[src/rtl/alu_pipe.sv]
// rtl/alu_pipe.sv - two-stage pipelined saturating ALU with tag pass-through and committed flags
module alu_pipe #(
   parameter int WIDTH = 16,
   parameter int LANE  = 8,
   parameter int TAGW  = 4
) (
   input  logic             clk,
   input  logic             rst_n,
   input  logic             flush,
   input  logic             in_valid,
   output logic             in_ready,
   input  logic [2:0]       op,
   input  logic [WIDTH-1:0] src0,
   input  logic [WIDTH-1:0] src1,
   input  logic [TAGW-1:0]  tag,
   output logic             out_valid,
   input  logic             out_ready,
   output logic [WIDTH-1:0] result,
   output logic [TAGW-1:0]  out_tag,
   output logic [2:0]       out_flags,
   output logic [2:0]       flags
);
   localparam int SHW   = $clog2(WIDTH);
   localparam int NLANE = WIDTH / LANE;

   typedef enum logic [2:0] {
      OP_ADD    = 3'b000,
      OP_PADDSB = 3'b001,
      OP_SUB    = 3'b010,
      OP_AND    = 3'b011,
      OP_NOR    = 3'b100,
      OP_SLL    = 3'b101,
      OP_SRL    = 3'b110,
      OP_SRA    = 3'b111
   } op_t;

   generate
      if ((WIDTH % LANE) != 0 || WIDTH < 8 || (WIDTH & (WIDTH - 1)) != 0) begin : g_bad_param
         $error("alu_pipe: WIDTH must be a power of two >= 8 and divisible by LANE");
      end
   endgenerate

   logic             s1_valid;
   op_t              s1_op;
   logic [WIDTH-1:0] s1_a;
   logic [WIDTH-1:0] s1_b;
   logic [TAGW-1:0]  s1_tag;
   logic             s2_valid;
   op_t              s2_op;
   logic             s2_free;
   logic             s1_adv;
   logic             out_hs;
   logic [WIDTH:0]   add_ext;
   logic [WIDTH:0]   sub_ext;
   logic [WIDTH-1:0] padd_res;
   logic [SHW-1:0]   shamt;
   logic [WIDTH-1:0] calc_res;
   logic [2:0]       calc_flags;

   // Sign-extended sum: top two bits disagree exactly when the result overflowed.
   function automatic logic [WIDTH-1:0] sat_full(input logic [WIDTH:0] s);
      if (s[WIDTH] == s[WIDTH-1]) return s[WIDTH-1:0];
      else if (s[WIDTH])          return {1'b1, {(WIDTH-1){1'b0}}};
      else                        return {1'b0, {(WIDTH-1){1'b1}}};
   endfunction

   assign add_ext = {s1_a[WIDTH-1], s1_a} + {s1_b[WIDTH-1], s1_b};
   assign sub_ext = {s1_a[WIDTH-1], s1_a} - {s1_b[WIDTH-1], s1_b};
   assign shamt   = s1_b[SHW-1:0];

   for (genvar i = 0; i < NLANE; i++) begin : g_lane
      logic [LANE-1:0] la;
      logic [LANE-1:0] lb;
      logic [LANE:0]   ls;
      assign la = s1_a[i*LANE +: LANE];
      assign lb = s1_b[i*LANE +: LANE];
      assign ls = {la[LANE-1], la} + {lb[LANE-1], lb};
      assign padd_res[i*LANE +: LANE] = (ls[LANE] == ls[LANE-1]) ? ls[LANE-1:0] :
                                        (ls[LANE] ? {1'b1, {(LANE-1){1'b0}}} : {1'b0, {(LANE-1){1'b1}}});
   end

   always_comb begin
      calc_res   = '0;
      calc_flags = 3'b000;
      case (s1_op)
         OP_ADD: begin
            calc_res   = sat_full(add_ext);
            calc_flags = {calc_res[WIDTH-1], add_ext[WIDTH] != add_ext[WIDTH-1], calc_res == '0};
         end
         OP_SUB: begin
            calc_res   = sat_full(sub_ext);
            calc_flags = {calc_res[WIDTH-1], sub_ext[WIDTH] != sub_ext[WIDTH-1], calc_res == '0};
         end
         OP_PADDSB: calc_res = padd_res;
         OP_AND: begin
            calc_res   = s1_a & s1_b;
            calc_flags = {2'b00, calc_res == '0};
         end
         OP_NOR: begin
            calc_res   = ~(s1_a | s1_b);
            calc_flags = {2'b00, calc_res == '0};
         end
         OP_SLL: begin
            calc_res   = s1_a << shamt;
            calc_flags = {2'b00, calc_res == '0};
         end
         OP_SRL: begin
            calc_res   = s1_a >> shamt;
            calc_flags = {2'b00, calc_res == '0};
         end
         OP_SRA: begin
            calc_res   = $unsigned($signed(s1_a) >>> shamt);
            calc_flags = {2'b00, calc_res == '0};
         end
         default: begin
            calc_res   = '0;
            calc_flags = 3'b000;
         end
      endcase
   end

   assign s2_free   = !s2_valid || out_ready;
   assign s1_adv    = s1_valid && s2_free;
   assign in_ready  = !s1_valid || s2_free;
   assign out_valid = s2_valid;
   assign out_hs    = s2_valid && out_ready;

   always_ff @(posedge clk or negedge rst_n) begin
      if (!rst_n) begin
         s1_valid <= 1'b0;
         s1_op    <= OP_ADD;
         s1_a     <= '0;
         s1_b     <= '0;
         s1_tag   <= '0;
      end else begin
         if (in_valid && in_ready) begin
            s1_op  <= op_t'(op);
            s1_a   <= src0;
            s1_b   <= src1;
            s1_tag <= tag;
         end
         if (flush)                      s1_valid <= 1'b0;
         else if (in_valid && in_ready)  s1_valid <= 1'b1;
         else if (s1_adv)                s1_valid <= 1'b0;
      end
   end

   always_ff @(posedge clk or negedge rst_n) begin
      if (!rst_n) begin
         s2_valid  <= 1'b0;
         s2_op     <= OP_ADD;
         result    <= '0;
         out_tag   <= '0;
         out_flags <= 3'b000;
         flags     <= 3'b000;
      end else begin
         if (s1_adv) begin
            result    <= calc_res;
            out_tag   <= s1_tag;
            out_flags <= calc_flags;
            s2_op     <= s1_op;
         end
         if (flush)       s2_valid <= 1'b0;
         else if (s1_adv) s2_valid <= 1'b1;
         else if (out_hs) s2_valid <= 1'b0;
         // Arithmetic ops own all three flags; logic/shift ops only refresh zr.
         if (out_hs && !flush) begin
            case (s2_op)
               OP_ADD, OP_SUB: flags    <= out_flags;
               OP_PADDSB:      flags    <= flags;
               default:        flags[0] <= out_flags[0];
            endcase
         end
      end
   end
endmodule
[config.mk]
export PLATFORM = sky130hd
export DESIGN_NAME = alu_pipe
export DESIGN_NICKNAME = d
export VERILOG_FILES = /design/src/rtl/alu_pipe.sv
export SDC_FILE = /design/constraint.sdc
export NUM_CORES = 1
export LEC_CHECK = 0
export CORE_MARGIN = 2
export CORE_UTILIZATION = 48
export DETAILED_ROUTE_END_ITERATION = 10
export PLACE_DENSITY = 0.67
export SYNTH_ARGS = -nofsm -noshare
export SYNTH_HDL_FRONTEND = slang
export SYNTH_SLANG_ARGS = --single-unit
export TNS_END_PERCENT = 100
[constraint.sdc]
create_clock -name clk -period 3.4 [get_ports clk]
set_clock_uncertainty 0.2 [all_clocks]
set_input_delay 0.34 -clock clk [delete_from_list [all_inputs] [get_ports clk]]
set_output_delay 0.34 -clock clk [all_outputs]
set_load 0.01 [all_outputs]
### Word level (Yosys, flattened, before mapping)

Index checks and enable logic that the tools add are counted.

| operators by class | value |
|---|---|
| multiplexer cells | 18 |
| bitwise logic cells | 4 |
| equal/unequal tests | 15 |
| reductions and logical operators | 23 |
| shift operators | 3 |
| add/sub/neg operators | 4 |

Operators with widths:

| cell | count |
|---|---|
| case mux 16 bit (8 select lines) | 1 |
| zero test 16 bit | 7 |
| two-way mux 16 bit | 6 |
| two-way mux 8 bit | 4 |
| case mux 3 bit (7 select lines) | 1 |
| adder 8 x 8 -> 9 bit | 2 |
| adder 16 x 16 -> 17 bit | 1 |
| subtractor 16 x 16 -> 17 bit | 1 |
| bitwise AND 16 bit | 1 |
| inverter 16 bit | 1 |
| OR 16 bit | 1 |
| left shift 16 x 4 -> 16 bit | 1 |
| right shift 16 x 4 -> 16 bit | 1 |
| >>> shifter 16 x 4 -> 16 bit | 1 |
| equality test 3 bit (second input constant) | 4 |
| equality test 3 x 2 -> 1 bit (second input constant) | 3 |
| equality test 3 x 1 -> 1 bit (second input constant) | 2 |
| zero test 3 bit | 2 |
| two-way mux 1 bit | 6 |
| nonzero test 3 bit | 2 |
| equality test 1 bit | 4 |
| logical AND 1 bit | 4 |
| AND reduction 2 bit | 2 |
| zero test 1 bit | 3 |
| 4 further kinds | 6 |

| storage, ports and cells | value |
|---|---|
| output and inout port bits | 28 |
| register bits | 70 |

### Longest topological paths before layout

Gate-level depths: netlist of the first run.

| logic depth | value |
|---|---|
| depth in word-level cells | 6 |
| mapped depth | 15 |
| depth with buffers taken out | 12 |

### Worst setup path after synthesis of the first run

No wires, ideal clock.

| timing | value |
|---|---|
| path type | register -> register |
| start | reg s1_b[1] |
| end | reg out_flags[0] |
| path slack | -282 ps |
| clock period less this slack | 3682 ps |
| data required time | 3135 ps |
| arrival time | 3417 ps |
| stages on the path, launching flop included | 15 |
| cell sequence | dfrtp_1 > clkbuf_1 > inv_2 > buf_2 > clkbuf_1 > ha_1 > a21o_1 > nand4_1 > a31oi_1 > a31o_2 > a31oi_1 > xnor2_1 > or4_1 > nor4_2 > a211o_1 |

| on the way | value |
|---|---|
| word-level cells in the longest chain between the ends | 6 |
| elaborated cells on any way between the ends | 24 |

Ends and longest elaborated chain:

| element | line | source |
|---|---|---|
| from (decl) | 46 | `logic [WIDTH-1:0] s1_b;` |
| from (signal assigned) | 139 | `s1_b <= src1;` |
| subtractor 16 x 16 -> 17 bit or adder 16 x 16 -> 17 bit (tied branches) | 68, 67 |  |
| two-way mux 16 bit or equality test 1 bit (tied branches) | 63, 62 |  |
| two-way mux 16 bit | 62 | `if (s[WIDTH] == s[WIDTH-1]) return s[WIDTH-1:0];` |
| two-way mux 16 bit | 85 | `case (s1_op)` |
| zero test 16 bit (on tied branches) | 92, 88 |  |
| case mux 3 bit (7 select lines) (*) | 85 |  |
| to (signal assigned) | 160 | `out_flags <= calc_flags;` |
| to (decl) | 20 | `output logic [2:0] out_flags,` |

Mark *: on every way between the ends. The rest lies on a longest branch, timed or not. The select of a mux whose other input is x is not followed.
A chain may end at the register's enable or synchronous reset.

### Worst setup path after layout of the first run

| timing | value |
|---|---|
| start | reg s1_a[10] |
| end | reg out_flags[0] |

| on the way | value |
|---|---|
| word-level cells in the longest chain between the ends | 6 |
| elaborated cells on any way between the ends | 24 |

Ends and longest elaborated chain:

| element | line | source |
|---|---|---|
| from (decl) | 45 | `logic [WIDTH-1:0] s1_a;` |
| from (signal assigned) | 138 | `s1_a <= src0;` |
| subtractor 16 x 16 -> 17 bit or adder 16 x 16 -> 17 bit (tied branches) | 68, 67 |  |
| two-way mux 16 bit or equality test 1 bit (tied branches) | 63, 62 |  |
| two-way mux 16 bit | 62 |  |
| two-way mux 16 bit | 85 |  |
| zero test 16 bit (on tied branches) | 92, 88 |  |
| case mux 3 bit (7 select lines) (*) | 85 |  |

Marks and branches as above.

==> impl_metrics.csv, run 1 <==
group,metric,value,unit
final_layout,diodes,0,
outcome,run_status,"completed",
place,gp_congestion,1.02,
clocking,clock_latency,0.36,ns
routing,drc,0,
worst_setup_path,r2r-end,"out_flags[0]$_DFFE_PN0P_",
routing,routed_wl,29600,um
timing,period_needed,3.32,ns
hold_path,holdPathEnd,"out_tag[3]$_DFFE_PN0P_",
worst_setup_path,r2r_start,"s1_a[10]$_DFFE_PN0P_",
routing,first_pass_iters,6,
global_routing,grt_use_total,35.7,%
place,dpl-instance-area,9170,um^2
logic_synthesis,yosys_warnings,0,
place,port_buffers,71,
worst_setup_path,cp_max_fo,8,
timing,fin_crit_sh,97.7,%
power_and_ir_drop,p_per_area,544,nW/um^2
global_routing,grt_max_degree,71,
die,die_w,129,um
final_layout,nNetsFinal,1189,
clocking,clockBufferDepth,2,
logic_synthesis,syn_nets,1046,
power_and_ir_drop,ir_drop,0.237,mV
worst_setup_path,r2r_cells,13,
power_and_ir_drop,p_int,2.97,mW
logic_synthesis,ys.flop_type,"dfrtp_1",
die,start_util,49.3,%
timing,worst_pin_slew,1.17,ns
die,num_io_pins,72,
power_and_ir_drop,cellLeakagePower,4.19,nW
global_routing,grt_use_met3,9.95,%
die,die_area,16800,um^2
routing,drt-vias-per-instance,6.23,
clocking,cts_tree,"done",
global_routing,grt_overflow,0,
global_routing,grt_use_met1,47.4,%
power_and_ir_drop,clkPwrFrac,20.5,%
logic_synthesis,seq_area_frac_synth,23.2,%
clocking,htree_levels,3,
final_layout,mostFrequentLayoutCells,"123 x buf_4, 98 x a21oi_1, 97 x nand2_1",
logic_synthesis,synth-edff-count,0,
hold_path,holdPathStages,2,
die,die_h,129,um
timing,max_slew_margin,21.2,%
place,pre_cts_slack,0.0344,ns
routing,num_vias,8137,
die,row_count,45,
worst_setup_path,end_kind,"flip-flop",
routing,drt_iter0_drc,952,
power_and_ir_drop,power,5.28,mW
power_and_ir_drop,p_sw_share,43.8,%
timing,report.final.hold_viol_count,0,
global_routing,first_global_vias,7593,
routing,ant_nets,0,
worst_setup_path,required,3.49,ns
power_and_ir_drop,p_switching,2.31,mW
timing,fin_tns_setup,0,ns
place,dp_hpwl,23300,um
timing,setup_slack,0.0769,ns
logic_synthesis,ys_async_sr_fraction,100,%
logic_synthesis,yosysUniqueCellTypes,83,
worst_setup_path,crit_arrival,3.41,ns
clocking,cts_root_buf,"clkbuf_16",
worst_setup_path,crit_type,"reg2reg",
hold_path,worstHoldStart,"s1_tag[3]$_DFFE_PN0P_",
timing,rsz0062_at_grt,"yes",
final_layout,post_route_cells_drive_above_1_share,23.8,%
timing,setup_viol,0,
flow_run,maxCapViolations,0,
hold_path,worstHoldPathType,"reg2reg",
logic_synthesis,syn_area_per_cell,7.98,um^2
clocking,clock-sinks,70,
worst_setup_path,reg2reg_slack,0.08,ns
global_routing,busiest_layer,"met2",
die,core_area,15300,um^2
final_layout,mostFrequentLayoutCell,"buf_4",
global_routing,grt_pass1_wl,44600,um
final_layout,syn_to_final_growth,28.4,%
logic_synthesis,syn-cell-area,7550,um^2
clocking,clk_pin_slew,0.07,ns
global_routing,grtUsageMet2,52.9,%
clocking,numCtsBuffers,9,
global_routing,antenna_found_initial,0,
routing,wl_per_cell,22.7,um
logic_synthesis,synth-seq-cells,70,
final_layout,fin_area,9700,um^2
power_and_ir_drop,pwr-share-seq,20.6,%
power_and_ir_drop,pwr-share-comb,58.9,%
worst_setup_path,startpoint_type,"flip-flop",
logic_synthesis,synthCells,947,
timing,drv_slew,0,
timing,max_freq,301,MHz
repair_timing:
item,in CTS,in global routing
endpoints found under the setup margin,0,13
endpoints found under the hold margin,56,0
hold buffers,1,0
buffers inserted,0,2
gates resized for setup,0,42
logic make-up after synthesis:
family | share of synthesized area (%)
and+or+nand+nor | 18.5
AOI/OAI and AO/OA | 26.5
buffers and inverters | 6.16
muxes | 12.0
DFF | 23.2
adders and majority gates | 9.41
xor gates and xnor gates | 4.29
sequential cells by signal, summed over array words and instances, names as in the netlist:
register and flops:
s1_a 16, out_flags 3, s2_op 3, out_tag 4, result 16, flags 3
s1_b 16, s1_valid 1, s1_op 3, s1_tag 4, out_valid 1
power groups by stage:
| stage | logic (mW) | registers, mW | clock network (mW) |
|---|---|---|---|
| after detailed placement | 2.91 | 1.10 | 0 |
| final | 3.11 | 1.09 | 1.08 |
| after global placement | 2.92 | 1.10 | 0 |
| after CTS | 2.93 | 1.09 | 1.09 |
| after floorplan | 1.66 | 1.13 | 0 |
| after global routing | 3.30 | 1.11 | 1.12 |
Yosys cell counts, drive strengths merged (5+ instances only):
cell    count  share of area [%]
a211oi     11                1.1
a21boi      6               0.65
a21o       13                1.3
a21oi     100                6.8
a221oi     14                1.9
a31oi      11                1.2
and2        6               0.53
buf        20                1.8
clkbuf     43                2.1
dfrtp      70                 23
ha         52                8.6
inv        45                2.2
mux2       56                8.3
mux2i      23                3.0
nand2      99                4.9
nand2b      9               0.75
nand3      13               0.86
nand4       5               0.41
nor2       95                4.7
nor2b      10               0.83
nor3       15               0.99
nor4       21                1.9
o211ai      5               0.50
o21ai      53                3.5
o21bai      7               0.84
o221ai     14                1.6
o22ai      12               0.99
o31ai      10               0.99
or2         5               0.41
xnor2      32                3.7
xor2        5               0.58
critical path: stages (launching register included):
cell and delay (ns):
dfrtp_1 0.36, inv_1 0.10, ha_2 0.41, buf_4 0.19
a21oi_1 0.11, o21bai_4 0.13, nand2b_1 0.11, a31oi_4 0.25
buf_4 0.18, a31oi_4 0.04, or3_1 0.38, or4_1 0.42
nor4_2 0.25, a211o_1 0.14
how the worst max path moves through the flow:
stage          slack (ns)            startpoint                       end
6_report             0.08  s1_a[10]$_DFFE_PN0P_  out_flags[0]$_DFFE_PN0P_
5_1_grt             -0.05   s1_b[4]$_DFFE_PN0P_    result[13]$_DFFE_PN0P_
4_1_cts              0.02   s1_a[0]$_DFFE_PN0P_    result[12]$_DFFE_PN0P_
3_5_place_dp         0.03   s1_a[0]$_DFFE_PN0P_    result[12]$_DFFE_PN0P_
3_3_place_gp         0.03             out_ready  out_flags[0]$_DFFE_PN0P_
2_1_floorplan        0.01   s1_b[2]$_DFFE_PN0P_  out_flags[0]$_DFFE_PN0P_
layout make-up:
| cell class | instances | area (um^2) |
|---|---|---|
| Clock buffer | 10 | 229 |
| Clock inverter | 6 | 93.8 |
| Fill cell | 1409 | 5620 |
| Inverter | 45 | 169 |
| Multi-Input combinational cell | 769 | 5530 |
| Sequential cell | 70 | 1760 |
| Tap cell | 211 | 264 |
| Timing Repair Buffer | 195 | 1650 |
per-layer routing:
layer	vias up	wire length, um
met3	107	2620
met1	3846	12400
li1	3734	-
met4	0	1640
met5	-	0
met2	450	12900
stage by stage:
stage | utilization [%] | hold slack, ns | instances
final | 63.3 | 0.271 | 1306
after global routing | 63.3 | 0.298 | 1306
after floorplan | - | -0.156 | 947
after global placement | 59.9 | 0.240 | 1287
after CTS | 62.0 | 0.272 | 1304
after detailed placement | 59.9 | 0.256 | 1287
(Power assumes the default switching activity.)
==> run 2, diff against run 1 <==
clock period = 3.05 ns   (was 3.4 ns; I/O delays follow)
==> impl_metrics.csv, run 2 (synthesized netlist as in run 1, its figures left out) <==
group,metric,value,unit
worst_setup_path,cpMostUsedCell,"buf_6",
die,start_util,49.3,%
worst_setup_path,end_kind,"flip-flop",
global_routing,antenna_found_initial,0,
final_layout,nNetsFinal,1322,
routing,drt_iter0_drc,951,
worst_setup_path,cp-startpoint,"s1_a[0]$_DFFE_PN0P_",
clocking,cts_tree,"done",
worst_setup_path,required,3.07,ns
routing,num_vias,8810,
power_and_ir_drop,clkPwrFrac,17.6,%
flow_run,maxCapViolations,0,
final_layout,fin_area,11400,um^2
die,die_w,129,um
die,die_h,129,um
worst_setup_path,endpoint,"result[3]$_DFFE_PN0P_",
place,gp_congestion,1.08,
clocking,clock-sinks,70,
global_routing,grt_overflow,0,
timing,timing.hold.ws,0.264,ns
die,die_area,16800,um^2
power_and_ir_drop,ir_drop,0.349,mV
power_and_ir_drop,p_switching,2.90,mW
outcome,violations,"negative setup slack",
clocking,clk_pin_slew,0.06,ns
place,pre_cts_slack,-0.376,ns
worst_setup_path,path_delay_family,"compound AO/OA/AOI/OAI gates",
timing,fin_tns_setup,-2.06,ns
place,port_buffers,71,
final_layout,mostFrequentLayoutCells,"236 x buf_4, 94 x nand2_1, 88 x nor2_1",
timing,worst_pin_slew,0.936,ns
routing,ant_nets,0,
worst_setup_path,max_stage_delay,0.42,ns
global_routing,grt_pass1_wl,48100,um
place,dp.cells,1388,
worst_setup_path,startpoint_type,"flip-flop",
timing,max_freq,303,MHz
timing,drv_slew,0,
final_layout,final_util,74.2,%
worst_setup_path,reg2reg_slack,-0.25,ns
clocking,clock_latency,0.35,ns
power_and_ir_drop,p_sw_share,42.6,%
die,core_area,15300,um^2
clocking,htree_levels,3,
global_routing,first_global_vias,8376,
worst_setup_path,crit_slowest_cell,"dfrtp_1",
worst_setup_path,crit_cells,14,
global_routing,grt_use_total,38.1,%
place,dp_hpwl,24000,um
final_layout,n_fill_cell,1205,
worst_setup_path,critical_path_buf_inv_count,4,
clocking,clockBufferDepth,2,
final_layout,syn_to_final_growth,50.4,%
timing,report.final.hold_viol_count,0,
place,dpl-instance-area,10000,um^2
final_layout,post_route_cells_drive_above_1_share,38.7,%
die,row_count,45,
outcome,run_status,"finished, violations left",
worst_setup_path,crit_arrival,3.32,ns
routing,drc,0,
worst_setup_path,cp_max_fo,4,
power_and_ir_drop,cellLeakagePower,4.98,nW
worst_setup_path,path_cells,"buf_6, ha_4, fa_2, a21o_1, a221oi_4, buf_6, buf_6, o211a_1, a21oi_4, o21ai_4, buf_4, nor2_4, nor4_4, a221oi_2",
timing,setup_slack,-0.252,ns
power_and_ir_drop,p_int,3.90,mW
power_and_ir_drop,power,6.80,mW
final_layout,mostFrequentLayoutCell,"buf_4",
timing,max_slew_margin,37.6,%
timing,setup_viol,17,
routing,first_pass_iters,7,
worst_setup_path,r2r_cells,14,
power_and_ir_drop,pwr-share-seq,17.7,%
power_and_ir_drop,pwr-share-comb,64.7,%
worst_setup_path,crit_type,"reg2reg",
die,num_io_pins,72,
global_routing,grt_max_degree,71,
clocking,cts_root_buf,"clkbuf_16",
final_layout,fin_cells,1439,
timing,rsz0062_at_grt,"yes",
worst_setup_path,r2r-end,"result[3]$_DFFE_PN0P_",
final_layout,diodes,0,
clocking,numCtsBuffers,9,
worst_setup_path,r2r_start,"s1_a[0]$_DFFE_PN0P_",
routing,drt-vias-per-instance,6.12,
hold_path,worstHoldPathType,"reg2reg",
timing,fin_crit_sh,108,%
final_layout,biggestRegsByFlops,"result: 16 flops, s1_a: 16 flops, s1_b: 16 flops",
timing,period_needed,3.30,ns
power_and_ir_drop,p_per_area,598,nW/um^2
routing,wl_per_cell,22.4,um
routing,routed_wl,32200,um
==> run 2: cell count changes in the layout (fill, tap and decap cells not counted), moves of 6 or more <==
cell     previous run  this run
a21oi_1            98        81
a21oi_2             1        16
buf_4             123       236
buf_6               0        19
ha_1               43        35
ha_4                3        12
inv_1              42        33
inv_2               3         9
o21ai_0            48        34
o21ai_2             1         8
==> run 2: repair_timing <==
item                                   in CTS  in global routing
gates cloned                                0                  0
setup endpoints to repair                  19                 19
endpoints found under the hold margin      70                  0
setup buffers                              19                 17
hold buffers                                1                  0
pin swaps                                  40                 46
resized for setup                          80                 96
==> run 2: worst min-delay path by stage <==
stage | depth (start not counted) | to | start | slack [ns]
2_1_floorplan | 0 | flags[0]$_DFFE_PN0P_ | rst_n | -0.19
3_3_place_gp | 2 | out_tag[2]$_DFFE_PN0P_ | s1_tag[2]$_DFFE_PN0P_ | 0.24
3_5_place_dp | 2 | out_tag[0]$_DFFE_PN0P_ | s1_tag[0]$_DFFE_PN0P_ | 0.25
4_1_cts | 2 | out_tag[0]$_DFFE_PN0P_ | s1_tag[0]$_DFFE_PN0P_ | 0.27
5_1_grt | 2 | out_tag[3]$_DFFE_PN0P_ | s1_tag[3]$_DFFE_PN0P_ | 0.30
6_report | 2 | out_tag[0]$_DFFE_PN0P_ | s1_tag[0]$_DFFE_PN0P_ | 0.26
==> run 2: cell type report <==
| cell class | instances | area [um^2] | share of cell area, % |
|---|---|---|---|
| multi-input combinational | 769 | 6100 | 53.7 |
| timing repair buffer | 328 | 2730 | 24.0 |
| sequential | 70 | 1760 | 15.5 |
| tap | 211 | 264 | 2.32 |
| clock buffer | 9 | 225 | 1.98 |
| inverter | 45 | 179 | 1.57 |
| clock inverter | 7 | 104 | 0.914 |
==> run 2: power groups by stage <==
stage	sequential, mW	clock, mW	combinational (mW)
after floorplan	1.26	0	1.92
after global placement	1.20	0	3.59
after detailed placement	1.21	0	3.60
after CTS	1.20	1.20	3.89
after global routing	1.22	1.24	4.63
final	1.20	1.20	4.40
==> run 2: per-layer routing <==
metal | global-route usage, % | wire length [um] | vias up
met5 | 0 | 0 | -
met4 | 16.8 | 1500 | 0
met3 | 6.61 | 2470 | 127
met2 | 62.0 | 15100 | 510
met1 | 49.7 | 13200 | 4171
li1 | - | - | 4002
==> run 2: worst reg2reg max path, stage by stage, from the launching register on <==
cell      delay [ns]
dfrtp_1         0.42
buf_6           0.14
ha_4            0.15
fa_2            0.36
a21o_1          0.22
a221oi_4        0.34
buf_6           0.16
buf_6           0.08
o211a_1         0.17
a21oi_4         0.05
o21ai_4         0.23
buf_4           0.16
nor2_4          0.04
nor4_4          0.35
a221oi_2        0.09
